<file path="config.mk">
export PLATFORM = sky130hd
export DESIGN_NAME = seq_controller
export DESIGN_NICKNAME = d
export VERILOG_FILES = /design/src/rtl/cpu_pkg.sv /design/src/rtl/seq_controller.sv
export SDC_FILE = /design/constraint.sdc
export NUM_CORES = 1
export LEC_CHECK = 0
export ABC_AREA = 1
export CORE_AREA = 2 2 39 41
export CTS_CLUSTER_DIAMETER = 150
export CTS_CLUSTER_SIZE = 14
export DETAILED_ROUTE_END_ITERATION = 8
export DIE_AREA = 0 0 41 43
export DONT_BUFFER_PORTS = 1
export GPL_TIMING_DRIVEN = 0
export PLACE_DENSITY = 0.57
export SYNTH_ARGS = -nofsm -noshare
export SYNTH_HDL_FRONTEND = slang
export SYNTH_SLANG_ARGS = --single-unit
</file>
<file path="constraint.sdc">
create_clock -name clk -period 1.6 [get_ports clk]
set_clock_uncertainty 0.1 [all_clocks]
set_input_delay 0.24 -clock clk [delete_from_list [all_inputs] [get_ports clk]]
set_output_delay 0.24 -clock clk [all_outputs]
set_load 0.05 [all_outputs]
</file>
<file path="src/rtl/cpu_pkg.sv">
// Shared CPU definitions: opcode values and controller phase encoding.
// Used by the sequencer, ALU and instruction decoder.
`timescale 1ns/1ps
package cpu_pkg;

  typedef enum logic [2:0] {
    INST_ADDR  = 3'd0,
    INST_FETCH = 3'd1,
    INST_LOAD  = 3'd2,
    IDLE       = 3'd3,
    OP_ADDR    = 3'd4,
    OP_FETCH   = 3'd5,
    ALU_OP     = 3'd6,
    STORE      = 3'd7
  } phase_t;

  localparam logic [2:0] OP_HLT = 3'b000;
  localparam logic [2:0] OP_SKZ = 3'b001;
  localparam logic [2:0] OP_ADD = 3'b010;
  localparam logic [2:0] OP_AND = 3'b011;
  localparam logic [2:0] OP_XOR = 3'b100;
  localparam logic [2:0] OP_LDA = 3'b101;
  localparam logic [2:0] OP_STO = 3'b110;
  localparam logic [2:0] OP_JMP = 3'b111;

  // Instructions whose result is written back into the accumulator.
  function automatic logic is_aluop(input logic [2:0] op);
    return (op == OP_ADD) || (op == OP_AND) || (op == OP_XOR) || (op == OP_LDA);
  endfunction

endpackage

</file>
<file path="src/rtl/seq_controller.sv">
// Eight-phase instruction sequencer with a sticky halted state; all control
// strobes are decoded combinationally from the registered phase.
//
//   state      | meaning
//   INST_ADDR  | PC drives the address bus
//   INST_FETCH | read instruction word
//   INST_LOAD  | load instruction register
//   IDLE       | hold instruction register load
//   OP_ADDR    | bump PC, enter HALTED on HLT
//   OP_FETCH   | read operand for ALU-class ops
//   ALU_OP     | SKZ skip, JMP load, STO drive bus
//   STORE      | accumulator load / memory write / jump
//   HALTED     | parked until reset (phase reads OP_ADDR)
`timescale 1ns/1ps
module seq_controller
  import cpu_pkg::*;
(
  input  logic       clk,
  input  logic       rst,
  input  logic [2:0] opcode,
  input  logic       zero,
  output logic       sel,
  output logic       rd,
  output logic       ld_ir,
  output logic       inc_pc,
  output logic       ld_pc,
  output logic       ld_ac,
  output logic       wr,
  output logic       data_e,
  output logic       halt,
  output logic [2:0] phase
);

  phase_t phase_q, phase_d;
  logic   halted_q, halted_d;
  logic   aluop;

  always_ff @(posedge clk or negedge rst) begin
    if (!rst) begin
      phase_q  <= INST_ADDR;
      halted_q <= 1'b0;
    end else begin
      phase_q  <= phase_d;
      halted_q <= halted_d;
    end
  end

  always_comb begin
    phase_d  = phase_q;
    halted_d = halted_q;
    aluop    = is_aluop(opcode);
    sel      = 1'b0;
    rd       = 1'b0;
    ld_ir    = 1'b0;
    inc_pc   = 1'b0;
    ld_pc    = 1'b0;
    ld_ac    = 1'b0;
    wr       = 1'b0;
    data_e   = 1'b0;
    halt     = 1'b0;

    if (halted_q) begin
      halt = 1'b1;
    end else begin
      if (phase_q == OP_ADDR && opcode == OP_HLT) begin
        halted_d = 1'b1;
      end else begin
        phase_d = phase_t'(phase_q + 3'd1);
      end

      case (phase_q)
        INST_ADDR: sel = 1'b1;
        INST_FETCH: begin
          sel = 1'b1;
          rd  = 1'b1;
        end
        INST_LOAD, IDLE: begin
          sel   = 1'b1;
          rd    = 1'b1;
          ld_ir = 1'b1;
        end
        OP_ADDR: begin
          inc_pc = 1'b1;
          halt   = (opcode == OP_HLT);
        end
        OP_FETCH: rd = aluop;
        ALU_OP: begin
          rd     = aluop;
          inc_pc = (opcode == OP_SKZ) && zero;
          ld_pc  = (opcode == OP_JMP);
          data_e = (opcode == OP_STO);
        end
        STORE: begin
          rd     = aluop;
          ld_ac  = aluop;
          inc_pc = (opcode == OP_JMP);
          ld_pc  = (opcode == OP_JMP);
          wr     = (opcode == OP_STO);
          data_e = (opcode == OP_STO);
        end
        default: ;
      endcase
    end
  end

  // The halted state is reported as the phase it was entered from.
  assign phase = halted_q ? OP_ADDR : phase_q;

endmodule

</file>
==> results by group <==
Finish
  • Final #Nets: 96
  • Area Growth Syn to Fin: 71.6%
  • Most common cell after layout, fill and taps aside: nand2_1
  • Fraction of layout cells with a size suffix above 1: 0.617
  • Final Cell Area: 779 um^2
  • Antenna cells: 0
  • Commonest cells after routing, fill and taps aside: 15 x nand2_1, 6 x buf_4, 6 x nor2_4
  • Util after Layout: 0.563
  • Finished Layout Cells: 97
  • FILL cells: 138

Synth
  • Synth Area in Compound Gates: 0.0331
  • Simple logic cell fraction of the synthesized area: 0.446
  • Ys Warns: 0
  • Sequential share of the synthesized area: 0.220
  • Syn nets: 83
  • Seq cells post-synth: 4
  • Synth area leader: dfrtp_1
  • Mapped Cells: 70
  • Post-Synth XOR/XNOR Area: 0
  • Post-synth top area share: 0.220
  • Dominant cells by area after synthesis: dfrtp_1 22%, ha_1 19%, nand2_1 16%
  • Synth unique cells: 19
  • Mapped cell area: 454 um^2
  • Adder-cell share of the synthesized area: 0.193
  • Syn Area/Cell: 6.49 um^2
  • Largest family of logic cells by synthesized area: simple AND/OR/NAND/NOR gates
  • Multiplexer area fraction after synthesis: 0

Routing
  • Final WL: 1050 um
  • Number of DRC violations after detailed-routing iteration 0: 2
  • DRT Pass-1 Iters: 2
  • # DRC: 0
  • Final ANT Viol Nets: 0
  • DR vias: 458
  • Drt via density: 4.72
  • Drt wl/cell: 10.8 um

Floorplan
  • Initial Utilization: 0.328
  • Row count: 14
  • Die width: 41 um
  • DIE HEIGHT: 43 um
  • I/O pins: 18
  • Die area: 1760 um^2
  • Total core area: 1380 um^2

Placed design
  • Placed Cells: 86
  • Post-DP HPWL: 746 um
  • Post-place setup slack: -0.203 ns
  • Placed Area: 574 um^2
  • Routability cong.: 0.693
  • I/O Buffers: 0

Timing
  • Slew of the pin with the lowest slew margin: 0.716 ns
  • Max Slew Vio Count: 0
  • Crit path time final: 1.90 ns
  • RSZ-0062 raised after global routing: yes
  • Max frequency: 525 MHz
  • Number of setup violations in the final report: 10
  • Period utilization: 1.19
  • Hold WS: 0.175 ns
  • Slew Limit Headroom: 0.519
  • Fin. Hold Viols: 0
  • Final worst slack: -0.304 ns

Setup path
  • Critical path arrival: 1.56 ns
  • Crit path capture type: output pin
  • Reg2Reg Setup Slack: 0.07 ns
  • Path type of the worst setup path: reg2out
  • Worst-path fanout max: 4
  • Startpoint Class: flip-flop
  • Req. time, crit path: 1.26 ns

Hold path
  • Hold WC Path Type: in2async

Outcome
  • Status: complete, but fails checks
  • Violated checks: setup timing

Clocking
  • Worst-case clock buffer depth: 2
  • CTS Root Cell: clkbuf_4
  • Worst-path clk slew: 0.04 ns
  • H-tree depth: 1
  • CTS buffer count: 3
  • Clk sinks: 4
  • Worst skew pair latency: 0.23 ns
  • CTS tree: built

Global routing
  • Number of global-route vias before repair: 428
  • Initial antenna violation count: 0
  • Largest net degree at the start of global routing: 10
  • GRT overflow: 0
  • Global-route wire length before repair: 1680 um
  • Gr usage total: 0.147

Job
  • Max-cap violation count: 0

Power and ir drop
  • VDD IR max: 0.224 mV
  • LEAKAGE: 0.325 nW
  • Pwr dens: 307 nW/um^2
==> through the flow <==
| stage | power (W) | TNS [ns] |
|---|---|---|
| 2_1_floorplan | 0.000115 | -0.286 |
| 3_3_place_gp | 0.000117 | -0.761 |
| 3_5_place_dp | 0.000117 | -0.751 |
| 4_1_cts | 0.000248 | -2.38 |
| 5_1_grt | 0.000258 | -2.97 |
| 6_report | 0.000239 | -2.27 |
==> where the power goes <==
part | switching, W | internal, W
sequential | 0 | 0.000102
combinational | 0.0000117 | 0.00000558
clock | 0.0000365 | 0.0000836
total | 0.0000481 | 0.000191
==> metal layers <==
metal	wire, um	vias to the layer above	GRT usage
met1	402	209	0.154
li1	-	241	-
met3	23	0	0.0314
met5	0	-	0
met4	0	0	0.100
met2	625	8	0.244
==> state kept, by name (all words and copies together) (netlist names) <==
| signal | count |
|---|---|
| halted_q | 1 |
| phase_q | 3 |
==> cell usage after synthesis (all sizes together) <==
master / instances
dfrtp: 4
nand3b: 1
a21oi: 2
o21ai: 1
buf: 1
nand4: 1
ha: 7
nand2: 21
nor2: 14
nand3: 3
nor3: 2
or2: 1
nor4: 1
inv: 11
==> repair_timing <==
| item | 4_1_cts | 5_1_grt |
|---|---|---|
| buffers inserted | 6 | 1 |
| endpoints found under the hold margin | 4 | 0 |
| gates resized for setup | 29 | 7 |
| endpoints found under the setup margin | 11 | 12 |
| pin swaps | 13 | 7 |
| hold buffers | 1 | 0 |
==> cells by family (layout without fill, tap and decap cells) <==
logic type | Yosys count | in the layout
AOI/OAI and AO/OA | 3 | 3
adders and majority gates | 7 | 7
buffers and inverters | 12 | 23
DFF | 4 | 4
and+or+nand+nor | 44 | 44
==> worst max-delay path: stages (launching register included) <==
cell     delay (ns)
dfrtp_2        0.43
ha_4           0.17
ha_4           0.15
inv_6          0.05
nor4_4         0.54
==> final timing paths <==
check / start / depth (start not counted) / endpoint
min reg2reg: phase_q[0] / 2 / phase_q[0]
min: rst / 1 / phase_q[0]
max: phase_q[1] / 4 / ld_ac
max reg2reg: phase_q[1] / 8 / phase_q[2]
min in group clk: opcode[0] / 3 / halted_q
max in group asynchronous: rst / 1 / phase_q[2]
==> cell type report <==
cell class / instances / area [um^2] / area share
Clock buffer: 3 / 22.5 / 0.0289
Tap cell: 16 / 20.0 / 0.0257
Multi-Input combinational cell: 54 / 504 / 0.647
Sequential cell: 4 / 104 / 0.133
Buffer: 1 / 7.51 / 0.00963
Timing Repair Buffer: 8 / 70.1 / 0.0899
Inverter: 11 / 51.3 / 0.0658
(Power assumes the default switching activity.)
